<file path="config.mk">
export PLATFORM = sky130hd
export DESIGN_NAME = mem_arbiter
export DESIGN_NICKNAME = d
export VERILOG_FILES = /design/src/rtl/sm83_pkg.sv /design/src/rtl/mem_arbiter.sv
export SDC_FILE = /design/constraint.sdc
export NUM_CORES = 1
export LEC_CHECK = 0
export BUFFER_PORTS_ARGS = -buffer_cell sky130_fd_sc_hd__buf_2
export CELL_PAD_IN_SITES_DETAIL_PLACEMENT = 1
export CELL_PAD_IN_SITES_GLOBAL_PLACEMENT = 1
export CORE_MARGIN = 10
export CORE_UTILIZATION = 28
export CTS_CLUSTER_DIAMETER = 200
export CTS_CLUSTER_SIZE = 40
export DETAILED_ROUTE_END_ITERATION = 7
export GPL_ROUTABILITY_DRIVEN = 1
export PLACE_DENSITY_LB_ADDON = 0.1
export SETUP_SLACK_MARGIN = 0.3
export SLEW_MARGIN = 0
export SYNTH_ARGS = -nofsm -noshare
export SYNTH_HDL_FRONTEND = slang
export SYNTH_SLANG_ARGS = --single-unit
</file>
<file path="constraint.sdc">
create_clock -name clk -period 1.9 [get_ports clk]
set_input_delay 0.19 -clock clk [delete_from_list [all_inputs] [get_ports clk]]
set_output_delay 0.19 -clock clk [all_outputs]
set_load 0.03 [all_outputs]
</file>
<file path="src/rtl/sm83_pkg.sv">
// Shared sm83 bus types plus the memory-arbiter state and port encodings.
package sm83_pkg;

    typedef logic [15:0] addr_t;
    typedef logic [7:0]  data_t;

    typedef enum logic [1:0] {
        S_RR,
        S_LOCK,
        S_YIELD
    } arb_state_t;

    typedef enum logic {
        ARB_CPU,
        ARB_DMA
    } arb_port_e;

endpackage

</file>
<file path="src/rtl/mem_arbiter.sv">
// Arbitrates the single-port test memory between the CPU bus and a DMA port:
// combinational grant, one-cycle registered read data, bounded DMA bus locking.
module mem_arbiter
    import sm83_pkg::*;
#(
    parameter int MAX_LOCK = 16
) (
    input  logic  clk,
    input  logic  rst_n,
    input  logic  cpu_req,
    input  logic  cpu_we,
    input  addr_t cpu_addr,
    input  data_t cpu_wdata,
    output logic  cpu_gnt,
    output logic  cpu_rvalid,
    output data_t cpu_rdata,
    input  logic  dma_req,
    input  logic  dma_we,
    input  addr_t dma_addr,
    input  data_t dma_wdata,
    input  logic  dma_lock,
    output logic  dma_gnt,
    output logic  dma_rvalid,
    output data_t dma_rdata,
    output logic  mem_wen,
    output addr_t mem_r_addr,
    output addr_t mem_w_addr,
    output data_t mem_w_data,
    input  data_t mem_r_data
);

    localparam int CNT_W = $clog2(MAX_LOCK + 1);
    localparam logic [CNT_W-1:0] LOCK_MAX = CNT_W'(MAX_LOCK);
    localparam logic [CNT_W-1:0] CNT_ONE  = CNT_W'(1);

    arb_state_t       state_reg, state_next;
    arb_port_e        last_reg, last_next;
    arb_port_e        rr_pick;
    logic [CNT_W-1:0] lock_cnt_reg, lock_cnt_next;
    logic             gnt_cpu, gnt_dma;
    logic             cpu_rvalid_reg, dma_rvalid_reg;
    data_t            cpu_rdata_reg, dma_rdata_reg;

    always_comb begin
        gnt_cpu       = 1'b0;
        gnt_dma       = 1'b0;
        state_next    = state_reg;
        last_next     = last_reg;
        lock_cnt_next = lock_cnt_reg;
        rr_pick       = ARB_DMA;
        if (cpu_req && dma_req) begin
            rr_pick = (last_reg == ARB_DMA) ? ARB_CPU : ARB_DMA;
        end else if (cpu_req) begin
            rr_pick = ARB_CPU;
        end

        // Nothing is granted while reset is held, so the memory sees no access.
        if (rst_n) begin
            if (state_reg == S_LOCK) begin
                last_next = ARB_DMA;
                gnt_dma   = dma_req;
                if (dma_req && dma_lock) begin
                    if (lock_cnt_reg != LOCK_MAX) begin
                        lock_cnt_next = lock_cnt_reg + 1'b1;
                    end
                    if (lock_cnt_next == LOCK_MAX) begin
                        state_next = S_YIELD;
                    end
                end else begin
                    state_next    = S_RR;
                    lock_cnt_next = '0;
                end
            end else if (state_reg == S_YIELD && cpu_req) begin
                gnt_cpu       = 1'b1;
                state_next    = S_RR;
                last_next     = ARB_CPU;
                lock_cnt_next = '0;
            end else if (cpu_req || dma_req) begin
                // Round-robin; S_YIELD without a CPU request also lands here.
                gnt_cpu   = (rr_pick == ARB_CPU);
                gnt_dma   = (rr_pick == ARB_DMA);
                last_next = rr_pick;
                if (rr_pick == ARB_DMA && dma_lock) begin
                    lock_cnt_next = CNT_ONE;
                    state_next    = (MAX_LOCK == 1) ? S_YIELD : S_LOCK;
                end else begin
                    state_next    = S_RR;
                    lock_cnt_next = '0;
                end
            end
        end
    end

    assign cpu_gnt    = gnt_cpu;
    assign dma_gnt    = gnt_dma;
    assign mem_wen    = (gnt_cpu && cpu_we) || (gnt_dma && dma_we);
    assign mem_r_addr = gnt_cpu ? cpu_addr  : (gnt_dma ? dma_addr  : '0);
    assign mem_w_addr = gnt_cpu ? cpu_addr  : (gnt_dma ? dma_addr  : '0);
    assign mem_w_data = gnt_cpu ? cpu_wdata : (gnt_dma ? dma_wdata : '0);

    always_ff @(posedge clk or negedge rst_n) begin
        if (!rst_n) begin
            state_reg      <= S_RR;
            last_reg       <= ARB_DMA;
            lock_cnt_reg   <= '0;
            cpu_rvalid_reg <= 1'b0;
            dma_rvalid_reg <= 1'b0;
            cpu_rdata_reg  <= '0;
            dma_rdata_reg  <= '0;
        end else begin
            state_reg      <= state_next;
            last_reg       <= last_next;
            lock_cnt_reg   <= lock_cnt_next;
            cpu_rvalid_reg <= gnt_cpu && !cpu_we;
            dma_rvalid_reg <= gnt_dma && !dma_we;
            if (gnt_cpu && !cpu_we) begin
                cpu_rdata_reg <= mem_r_data;
            end
            if (gnt_dma && !dma_we) begin
                dma_rdata_reg <= mem_r_data;
            end
        end
    end

    assign cpu_rvalid = cpu_rvalid_reg;
    assign cpu_rdata  = cpu_rdata_reg;
    assign dma_rvalid = dma_rvalid_reg;
    assign dma_rdata  = dma_rdata_reg;

endmodule
</file>
## Word-level counts from Yosys, hierarchy flattened

Cells that the tools add are included.

| word-level totals | value |
|---|---|
| bits in registers | 26 |
| input port bits | 63 |
| output and inout port bits | 61 |
| logic and storage cells | 62 |

| cells by class | value |
|---|---|
| $add $sub $neg | 1 |
| equality and inequality tests | 5 |
| multiplexer cells | 33 |
| bitwise logic cells | 1 |
| reductions and logical operators | 15 |

Operators with widths:

| operator | number |
|---|---|
| 5-bit two-way mux | 8 |
| 16-bit two-way mux | 2 |
| 1-bit two-way mux | 16 |
| 8-bit two-way mux | 2 |
| 2-bit two-way mux | 5 |
| 1-bit logical AND | 8 |
| 5-bit by 1-bit adder with 5-bit output, second input constant | 1 |
| 5-bit == test, second input constant | 1 |
| 5-bit inequality test, second input constant | 1 |
| 3-bit by 2-bit inequality test with 1-bit output, second input constant | 1 |
| 3-bit AND reduction | 1 |
| 3-bit nonzero test | 1 |
| 2-bit by 1-bit == test with 1-bit output, second input constant | 1 |
| 2-bit == test, second input constant | 1 |
| 1-bit zero test | 2 |
| 1-bit logical OR | 2 |
| 2-bit AND reduction | 1 |
| 1-bit NOT | 1 |

## Longest topological paths before layout

Gate-level depths: netlist (run 1).

| depth | value |
|---|---|
| word-level depth | 9 |
| mapped depth | 6 |
| mapped depth without buffers | 6 |

## Least setup slack after synthesis (run 1)

No wires, ideal clock.

| timing path | value |
|---|---|
| path kind | register to output |
| from | register last_reg |
| to | output port mem_w_addr[14] |
| arrival | 1957 ps |
| data required time | 1710 ps |
| path slack | -247 ps |
| stages on the path, launching flop included | 7 |
| buffers on the path | 2 |
| cell sequence | dfstp_2 nand2b_1 a21oi_1 nor2_1 buf_2 a22o_1 buf_4 |

| between the ends | value |
|---|---|
| longest elaborated chain between the ends | 8 |
| elaborated cells between the ends (all ways) | 13 |
| classes of those cells | 12 x mux; 1 x bitwise |

RTL lines:

| element | line | RTL |
|---|---|---|
| start: declaration | mem_arbiter.sv:37 | `arb_port_e last_reg, last_next;` |
| start signal: assignment | mem_arbiter.sv:112 | `last_reg <= last_next;` |
| 1-bit two-way mux | mem_arbiter.sv:52 | `rr_pick = (last_reg == ARB_DMA) ? ARB_CPU : ARB_DMA;` |
| 1-bit two-way mux | mem_arbiter.sv:51 | `if (cpu_req && dma_req) begin` |
| 1-bit NOT | mem_arbiter.sv:80 | `gnt_cpu = (rr_pick == ARB_CPU);` |
| 1-bit two-way mux | mem_arbiter.sv:78 | `end else if (cpu_req \|\| dma_req) begin` |
| 1-bit two-way mux | mem_arbiter.sv:73 | `end else if (state_reg == S_YIELD && cpu_req) begin` |
| 1-bit two-way mux | mem_arbiter.sv:59 | `if (state_reg == S_LOCK) begin` |
| 1-bit two-way mux | mem_arbiter.sv:58 | `if (rst_n) begin` |
| via cpu_gnt | mem_arbiter.sv:14 | `output logic cpu_gnt,` |
| 16-bit two-way mux | n/a |  |
| end: declaration | mem_arbiter.sv:27 | `output addr_t mem_w_addr,` |

The timed path passes the listed nets, and every way through them passes these cells.

## Worst setup path after layout (run 1)

| timing path | value |
|---|---|
| from | register state_reg[1] |
| to | output port mem_r_addr[1] |

| between the ends | value |
|---|---|
| longest elaborated chain between the ends | 7 |
| elaborated cells between the ends (all ways) | 11 |
| classes of those cells | 2 x eq/ne; 8 x mux; 1 x reduce/logical |

RTL lines:

| element | line | RTL |
|---|---|---|
| start: declaration | mem_arbiter.sv:36 | `arb_state_t state_reg, state_next;` |
| start signal: assignment | mem_arbiter.sv:111 | `state_reg <= state_next;` |
| 2-bit == test | mem_arbiter.sv:73 |  |
| 1-bit logical AND | mem_arbiter.sv:73 |  |
| 1-bit two-way mux | mem_arbiter.sv:73 |  |
| 1-bit two-way mux | mem_arbiter.sv:59 |  |
| 1-bit two-way mux | mem_arbiter.sv:58 |  |
| 16-bit two-way mux | mem_arbiter.sv:97 | `assign mem_r_addr = gnt_cpu ? cpu_addr : (gnt_dma ? dma_addr : '0);` |
| 16-bit two-way mux * | mem_arbiter.sv:97 |  |
| end: declaration | mem_arbiter.sv:26 | `output addr_t mem_r_addr,` |

Mark *: on every way between the ends. The rest lies on a longest branch, timed or not.

==> impl_metrics.ini, run 1 <==
[run_status]
status = finished with violations
violations_in_the_final_reports = negative hold slack, negative setup slack

[cts]
cts_htree_levels = 1
cts.sinks = 26
cts-buffers-inserted = 3
clk_pin_slew_ns = 0.09
cts_buffer_depth = 2
tritoncts = done
worstSkewPairLatency_ns = 0.28
clock_tree.root_cell = sky130_fd_sc_hd__clkbuf_8

[yosys]
synthCells = 144
ys.warnings.count = 0
yosys.area.top_type = sky130_fd_sc_hd__dfrtp_1
synthMostInstantiatedCell = sky130_fd_sc_hd__a22o_1
synth-async-reset-ratio = 1.00
netlist.area_leader.share = 0.396
netlist_top_cells_area = sky130_fd_sc_hd__dfrtp_1 40%, sky130_fd_sc_hd__a22o_1 15%, sky130_fd_sc_hd__mux2_2 11%
netlist_area_pre_place_sq_um = 1580
synth_fp_nets = 209
seq_area_frac_synth = 0.413
synth.top_cells.by_count = 27 x sky130_fd_sc_hd__a22o_1, 25 x sky130_fd_sc_hd__dfrtp_1, 16 x sky130_fd_sc_hd__buf_4, 16 x sky130_fd_sc_hd__mux2_2, 7 x sky130_fd_sc_hd__nand2_1
postSynth.topFlopCell = sky130_fd_sc_hd__dfrtp_1
yosys_register_bits = 26
synth_edf_count = 0
distinct_cell_type_count_after_synthesis = 35
syn-mean-instance-area_sq_um = 11.0

[setup_path]
critical_path.top_delay_family = compound AO/OA/AOI/OAI gates
timing.critical_path.slowest_stage_cell = sky130_fd_sc_hd__dfrtp_1
cp_class = reg2out
endpoint_kind = primary output
series_of_cell_instances_along_the_critical_path = nand2b_4 > a21oi_2 > nor2_4 > clkbuf_16 > a22o_4 > buf_6
timing.critical_path.required_ns = 1.71
worst_setup_path_start_kind = register
cp_max_fo = 7
worstPathBufferInverterCount = 2
arrival_ns = 1.82
worst-r2r-cell-count = 7
slowest_delay_ns = 0.42
worstSetupPathDepth = 6

[layout]
multi_input_area_sq_um = 1040
area_growth_pct = 96.4
fillerInstances = 587
num_antenna_cells = 0
final_net_count = 341
stdcell_area_sq_um = 3100
area.sequential_sq_um = 653
layout-drive-gt1-share = 0.756

[floorplan]
initial_core_util = 0.287
chipWidth_um = 95.1
fp.dieArea_sq_um = 9050
fp.coreArea_sq_um = 5510
design.portCount = 124
die-height_um = 95.1
floorplan.rows = 27

[detailed_routing]
drt_pre_antenna_iters = 4
drtAntennaViolNets = 0
via_per_inst = 4.85
drc = 0
detail_route.wl_per_cell_um = 21.0
finalWirelength_um = 7300
detail_route.iter0.violations = 55
dr_total_vias = 1684

[placement]
place.port_buffers = 123
placed_cell_area_sq_um = 2420
place.detailed.hpwl_um = 4970
globalplace.congestion = 0.768
place_ws_ns = 0.190

[sta]
hold_violations = 5
max_clock_freq_ghz = 0.498
timing.setup.tns_ns = -4.14
final_period_minus_worst_setup_slack_ns = 2.01
timing.max_slew.rel_slack = 0.760
setup_viol_count_final = 49
number_of_pins_with_negative_max_slew_slack_in_the_final_report = 0
timing.clock.skew_ns = 0.00272
final.hold.worst_slack_ns = -0.00238
rsz0062_at_grt = yes
worstMarginPinSlew_ns = 0.356
finalWorstSetupSlack_ns = -0.108
fin_crit_sh = 1.06

[global_routing]
maximum_number_of_pins_on_one_net_before_global_route_repair = 29
first_global_vias = 1757
met3_usage = 0.0377
first_pass_grt_wire_length_um = 9900
grt_antenna_before_repair = 0
grt_use_met1 = 0.155
use_met2 = 0.247
global_route.peak_usage_layer = met2
grt_use_total = 0.136
grt_overflow_total = 0

[flow_run]
drv_cap = 0

[power]
vdd_drop_max_uv = 462
total_power_w = 0.00288
static-leakage-power_nw = 1.53
cellPowerDensity_nw_per_um2 = 929

[hold_path]
hold_crit_path_type = in2async
[cell type report]
type / count / share of cell area
clock buffer: 3 / 0.0133
clock inverter: 1 / 0.00967
inverter: 3 / 0.00363
multi-input combinational: 94 / 0.335
sequential: 26 / 0.210
tap: 72 / 0.0290
timing repair buffer: 148 / 0.399
[metrics by stage]
step                utilization  std cells
floorplan                     -        144
global placement          0.439        324
detailed placement        0.439        324
CTS                       0.530        338
global route              0.564        347
finish                    0.564        347
[power breakdown]
group          leakage (nW)  switching (W)  total [W]  internal [W]
Combinational          1.18       0.000890    0.00163      0.000737
Clock                0.0357       0.000192   0.000474      0.000282
Sequential            0.321      0.0000845   0.000783      0.000698
Total                  1.53        0.00117    0.00288       0.00172
[final timing paths]
kind / slack (ns) / start / to
worst max-delay path: -0.11 / state_reg[1] / mem_r_addr[1]
worst max register to register: -0.09 / state_reg[1] / dma_rdata[0]
worst min-delay path: -0.002 / rst_n / lock_cnt_reg[0]
min in group clk: 0.15 / mem_r_data[2] / dma_rdata[2]
worst min register to register: 0.51 / cpu_rdata[5] / cpu_rdata[5]
max in group asynchronous: 1.60 / rst_n / last_reg
[metal layers]
metal,share of wire,vias to the layer above
li1,-,796
met1,0.36,831
met2,0.55,53
met3,0.081,4
met4,0.0064,0
met5,0,-
[placed cells by master (no fill, tap or decap), drive strengths merged, types with 3 or more instances in the layout]
cell type and count:
nor2 5, inv 3, o21ai 3, clkbuf 6
nand2 7, dfrtp 25, mux2 16, buf 145
a22o 27, nand2b 4, nor2b 3
[cells by family after synthesis]
group | share of synthesized area
flip-flops | 0.413
AND/OR/NAND/NOR | 0.101
adder cells (fa/ha/maj) | 0.0158
XOR/XNOR | 0.0111
multiplexers | 0.120
buffers and inverters | 0.0990
AO/OA/AOI/OAI | 0.241
[timing repair]
item,in CTS,in global routing
endpoints found under the setup margin,52,60
gates resized for setup,92,20
cloned,2,4
hold buffers,0,0
buffers inserted,8,5
pin swaps,3,18
(Power assumes the default switching activity.)
==> run 2: changes to the inputs <==
Settings changed: ABC_AREA from default to 1, CORE_UTILIZATION 28 to 27, CTS_CLUSTER_DIAMETER 200 to 50.
==> impl_metrics.ini, run 2 <==
[setup_path]
worst_setup_path_start_kind = register
series_of_cell_instances_along_the_critical_path = inv_2 > nand3_2 > nand3_4 > nand3_4 > inv_8 > a22o_4 > buf_4
crit_end = mem_w_addr[3]
critical_path.startpoint = last_reg
reg2reg_to = cpu_rdata[3]
critical_path.top_delay_family = flip-flops
worst-r2r-cell-count = 11
arrival_ns = 1.70
slowest_delay_ns = 0.53
timing.critical_path.required_ns = 1.71
critPathMostFrequentCell = sky130_fd_sc_hd__nand3_4
rr_startpoint = last_reg
ff2ff_setup_slack_ns = 0.17
cp_max_fo = 13
worstPathBufferInverterCount = 3
timing.critical_path.slowest_stage_cell = sky130_fd_sc_hd__dfstp_2
cp_class = reg2out
endpoint_kind = primary output
worstSetupPathDepth = 7

[cts]
cts_htree_levels = 1
tritoncts = done
clk_pin_slew_ns = 0.09
cts_hold_buf = 0
worstSkewPairLatency_ns = 0.27
clock_tree.root_cell = sky130_fd_sc_hd__clkbuf_8
cts_buffer_depth = 2
cts-buffers-inserted = 3
cts.sinks = 26

[yosys]
netlist_top_cells_area = sky130_fd_sc_hd__dfrtp_1 38%, sky130_fd_sc_hd__a22o_1 13%, sky130_fd_sc_hd__nand2_1 10%
netlist_area_pre_place_sq_um = 1640
synth.top_cells.by_count = 44 x sky130_fd_sc_hd__nand2_1, 26 x sky130_fd_sc_hd__inv_1, 25 x sky130_fd_sc_hd__dfrtp_1
ys.warnings.count = 0
synthCells = 194
synth-async-reset-ratio = 1.00
netlist.area_leader.share = 0.381
syn-mean-instance-area_sq_um = 8.46
postSynth.topFlopCell = sky130_fd_sc_hd__dfrtp_1
synth_fp_nets = 259
distinct_cell_type_count_after_synthesis = 25
yosys_register_bits = 26
synth_edf_count = 0
seq_area_frac_synth = 0.397
yosys.area.top_type = sky130_fd_sc_hd__dfrtp_1
synthMostInstantiatedCell = sky130_fd_sc_hd__nand2_1

[placement]
globalplace.congestion = 0.746
place_ws_ns = 0.197
placed_cell_area_sq_um = 2360
place.port_buffers = 123
place.detailed.hpwl_um = 5340

[layout]
layout-drive-gt1-share = 0.655
stdcell_area_sq_um = 2940
mostFrequentLayoutCells = 80 x sky130_fd_sc_hd__buf_2, 30 x sky130_fd_sc_hd__nand2_1, 30 x sky130_fd_sc_hd__buf_6, 27 x sky130_fd_sc_hd__buf_4, 25 x sky130_fd_sc_hd__dfrtp_1
layout.cells.most_common = sky130_fd_sc_hd__buf_2
final_net_count = 382
num_antenna_cells = 0
final_util = 0.496
fillerInstances = 697
area_growth_pct = 78.9

[flow_run]
drv_cap = 0

[sta]
timing.clock.skew_ns = 0.00507
fin_crit_sh = 0.996
number_of_pins_with_negative_max_slew_slack_in_the_final_report = 0
final.hold.worst_slack_ns = 0.0231
setup_viol_count_final = 0
timing.max_slew.rel_slack = 0.760
hold_violations = 0
rsz0062_at_grt = yes
finalWorstSetupSlack_ns = 0.00794
worstMarginPinSlew_ns = 0.358
timing.setup.tns_ns = 0
final_period_minus_worst_setup_slack_ns = 1.89
max_clock_freq_ghz = 0.529

[detailed_routing]
detail_route.iter0.violations = 32
dr_total_vias = 1783
via_per_inst = 4.56
drt_pre_antenna_iters = 4
finalWirelength_um = 6900
drtAntennaViolNets = 0
drc = 0
detail_route.wl_per_cell_um = 17.6

[hold_path]
hold_crit_path_type = in2async

[power]
static-leakage-power_nw = 1.62
vdd_drop_max_uv = 458
cellPowerDensity_nw_per_um2 = 876

[global_routing]
grt_antenna_before_repair = 0
grt_overflow_total = 0
first_global_vias = 1888
first_pass_grt_wire_length_um = 10800
maximum_number_of_pins_on_one_net_before_global_route_repair = 28
grt_use_total = 0.134

[floorplan]
design.portCount = 124
fp.coreArea_sq_um = 5920
die-height_um = 98.0
fp.dieArea_sq_um = 9600
initial_core_util = 0.277
floorplan.rows = 28
chipWidth_um = 98.0

[run_status]
status = finished clean
## run 2: where the power goes
part           switching, W  internal, W
logic              0.000832     0.000547
registers         0.0000683     0.000670
clock network      0.000175     0.000282
total               0.00107      0.00150
## run 2: how the worst min path moves through the flow
stage | start | to | slack (ns) | cells past startpoint
after CTS | rst_n | cpu_rdata[6] | 0.04 | 2
after global placement | rst_n | dma_rvalid | 0.34 | 2
after global routing | rst_n | dma_rdata[0] | 0.05 | 2
after detailed placement | rst_n | cpu_rdata[6] | 0.34 | 2
after floorplan | rst_n | cpu_rdata[0] | -0.11 | 0
final | rst_n | dma_rvalid | 0.02 | 2
## run 2: repair_timing
item,in CTS,in global routing
endpoints found under the setup margin,61,63
resized for setup,99,19
cloned,1,0
hold endpoints to repair,0,0
pin swaps,1,8
setup buffers,4,7
## run 2: per-stage QoR
step                      cells  total power, W
after floorplan             194         0.00160
after global routing        391         0.00271
after global placement      375         0.00187
final                       391         0.00257
after detailed placement    375         0.00188
after CTS                   384         0.00255
## run 2: cell families after synthesis
| family | synth area share |
|---|---|
| compound gates | 0.224 |
| xor+xnor | 0.00534 |
| fa+ha+maj | 0.0152 |
| buf+inv | 0.168 |
| flops | 0.397 |
| simple gates | 0.191 |
## run 2: cell type report
cell class / instances / area (sq um) / share of cell area
well taps: 75 / 93.8 / 0.0320
clock inverters: 1 / 30.0 / 0.0102
flip-flops and latches: 26 / 652 / 0.222
inverters: 28 / 120 / 0.0409
repair buffers: 139 / 976 / 0.332
repair inverters: 1 / 11.3 / 0.00383
clock buffers: 3 / 41.3 / 0.0141
multi-input cells: 118 / 1010 / 0.345
## run 2: worst reg2reg max path: stages, from the launching register on
cell	delay [ns]
sky130_fd_sc_hd__dfstp_2	0.53
sky130_fd_sc_hd__inv_2	0.04
sky130_fd_sc_hd__nand3_2	0.09
sky130_fd_sc_hd__nand3_4	0.12
sky130_fd_sc_hd__nor2_8	0.12
sky130_fd_sc_hd__buf_12	0.18
sky130_fd_sc_hd__buf_6	0.11
sky130_fd_sc_hd__buf_6	0.08
sky130_fd_sc_hd__buf_6	0.10
sky130_fd_sc_hd__nand2_8	0.10
sky130_fd_sc_hd__nand2_2	0.10
sky130_fd_sc_hd__o21ai_1	0.05
## run 2: layer usage
layer  routed length, um  GRT usage
met1                2840      0.161
met2                3390      0.233
met3                 649     0.0423
met4                  16     0.0168
met5                   0          0
==> run 3: changes to the inputs <==
Settings changed: BUFFER_PORTS_ARGS -buffer_cell sky130_fd_sc_hd__buf_2 to default, CORE_UTILIZATION 27 to 42, DONT_BUFFER_PORTS from default to 1.
==> impl_metrics.ini, run 3 (synthesis gave the netlist of run 2 again) <==
[detailed_routing]
drc = 0
detail_route.wl_per_cell_um = 27.9
drtAntennaViolNets = 0
finalWirelength_um = 6830
via_per_inst = 5.79
detail_route.iter0.violations = 49
drt_pre_antenna_iters = 4
dr_total_vias = 1418

[sta]
rsz0062_at_grt = yes
final_period_minus_worst_setup_slack_ns = 1.93
fin_crit_sh = 1.02
finalWorstSetupSlack_ns = -0.0302
max_clock_freq_ghz = 0.518
timing.max_slew.rel_slack = 0.738
timing.clock.skew_ns = 0.00285
setup_viol_count_final = 29
number_of_pins_with_negative_max_slew_slack_in_the_final_report = 0
final.hold.worst_slack_ns = 0.0704
worstMarginPinSlew_ns = 0.393
timing.setup.tns_ns = -0.557
hold_violations = 0

[hold_path]
hold_crit_path_type = in2reg
hp-start = mem_r_data[2]

[power]
internal_power_w = 0.00129
comb_power_share = 0.379
vdd_drop_max_uv = 583
clock_power_share = 0.205
swShare = 0.451
cellPowerDensity_nw_per_um2 = 1050
static-leakage-power_nw = 1.11
total_power_w = 0.00235
register_share_of_total_power = 0.417
p_switching_w = 0.00106

[setup_path]
timing.critical_path.slowest_stage_cell = sky130_fd_sc_hd__dfrtp_1
slowest_delay_ns = 0.40
arrival_ns = 1.74
series_of_cell_instances_along_the_critical_path = inv_2 > nor2_4 > inv_2 > nand3_4 > nand3_4 > inv_12 > a22o_4 > buf_12
endpoint_kind = primary output
worstPathBufferInverterCount = 4
timing.critical_path.required_ns = 1.71
cp_class = reg2out
critical_path.top_delay_family = buffers and inverters
cp_max_fo = 8
worst_setup_path_start_kind = register
critical_path.startpoint = state_reg[0]
rr_startpoint = state_reg[0]

[cts]
clk_pin_slew_ns = 0.10
tritoncts = done
cts-buffers-inserted = 3
cts.sinks = 26
clock_tree.root_cell = sky130_fd_sc_hd__clkbuf_8
worstSkewPairLatency_ns = 0.28
cts_htree_levels = 1
cts_buffer_depth = 2

[floorplan]
die-height_um = 82.5
fp.dieArea_sq_um = 6810
design.portCount = 124
chipWidth_um = 82.5
initial_core_util = 0.442
fp.coreArea_sq_um = 3720
floorplan.rows = 22

[layout]
mostFrequentLayoutCells = 28 x sky130_fd_sc_hd__nand2_1, 25 x sky130_fd_sc_hd__dfrtp_1, 21 x sky130_fd_sc_hd__inv_1, 20 x sky130_fd_sc_hd__a22o_4, 15 x sky130_fd_sc_hd__o21ai_2
area.sequential_sq_um = 652
layout-drive-gt1-share = 0.497
area_growth_pct = 36.7
layout.cells.most_common = sky130_fd_sc_hd__nand2_1
final_net_count = 263
multi_input_area_sq_um = 1050
num_antenna_cells = 0
fillerInstances = 402

[flow_run]
drv_cap = 0

[global_routing]
grt_antenna_before_repair = 0
maximum_number_of_pins_on_one_net_before_global_route_repair = 27
first_global_vias = 1457
first_pass_grt_wire_length_um = 8110
grt_overflow_total = 0
grt_use_total = 0.156

[placement]
globalplace.congestion = 0.765
place.detailed.hpwl_um = 4510
place.port_buffers = 0

[run_status]
status = finished with violations
violations_in_the_final_reports = negative setup slack
run 3: cell count changes in the layout (fill, tap and decap cells not counted), moves of 3 or more:
| cell | previous run | this run |
|---|---|---|
| sky130_fd_sc_hd__buf_12 | 1 | 7 |
| sky130_fd_sc_hd__buf_2 | 80 | 0 |
| sky130_fd_sc_hd__nand2_4 | 1 | 5 |
| sky130_fd_sc_hd__o21ai_2 | 9 | 15 |
| sky130_fd_sc_hd__o21ai_1 | 8 | 2 |
| sky130_fd_sc_hd__a22o_2 | 1 | 4 |
| sky130_fd_sc_hd__buf_4 | 27 | 5 |
| sky130_fd_sc_hd__buf_6 | 30 | 1 |
run 3: power by group through the flow:
stage / Combinational, W / Clock, W / Sequential (W)
floorplan: 0.000657 / 0 / 0.000943
global placement: 0.000670 / 0 / 0.000979
detailed placement: 0.000694 / 0 / 0.000983
CTS: 0.000741 / 0.000475 / 0.000968
global route: 0.000949 / 0.000512 / 0.000995
finish: 0.000889 / 0.000480 / 0.000977
run 3: repair_timing:
action                                  CTS  global route
hold endpoints to repair                 26             0
gates cloned                              0             4
pin swaps                                 4            16
hold buffers                              2             0
endpoints found under the setup margin   58            54
buffers inserted                          3             4
gates resized for setup                   5            52
run 3: layout make-up:
| cell class | count | share of cell area |
|---|---|---|
| multi-input cells | 119 | 0.470 |
| clock inverters | 1 | 0.0134 |
| well taps | 48 | 0.0268 |
| repair inverters | 2 | 0.00781 |
| flip-flops and latches | 26 | 0.291 |
| clock buffers | 3 | 0.0184 |
| inverters | 28 | 0.0535 |
| repair buffers | 18 | 0.120 |
run 3: per-stage QoR:
stage,util,worst slack (ns),area (sq um),std cells
floorplan,-,0.261,1850,194
global placement,0.486,0.263,1810,228
detailed placement,0.486,0.210,1810,228
CTS,0.527,-0.0149,1960,237
global route,0.604,-0.118,2240,245
finish,0.604,-0.0302,2240,245
run 3: metal layers:
layer / up-vias / global-route usage / routed length, um
met3: 9 / 0.0680 / 715
met5: - / 0 / 0
li1: 636 / - / -
met1: 688 / 0.162 / 2390
met4: 0 / 0.0435 / 81
met2: 85 / 0.279 / 3640
run 3: path summary, 6_finish.rpt:
kind,end,slack (ns),depth (start not counted)
setup / recovery,mem_r_addr[15],-0.03,8
hold / removal,dma_rdata[2],0.07,2
setup reg to reg,dma_rdata[7],0.25,10
hold reg to reg,last_reg,0.50,2
max in group asynchronous,last_reg,1.35,2
min in group asynchronous,state_reg[0],0.33,2
run 3: worst register-to-register path, delay by kind of cell (launching register included):
family,cells,cell delay (ns)
compound gates,1,0.06
buf+inv,3,0.41
flops,1,0.40
simple gates,6,0.68
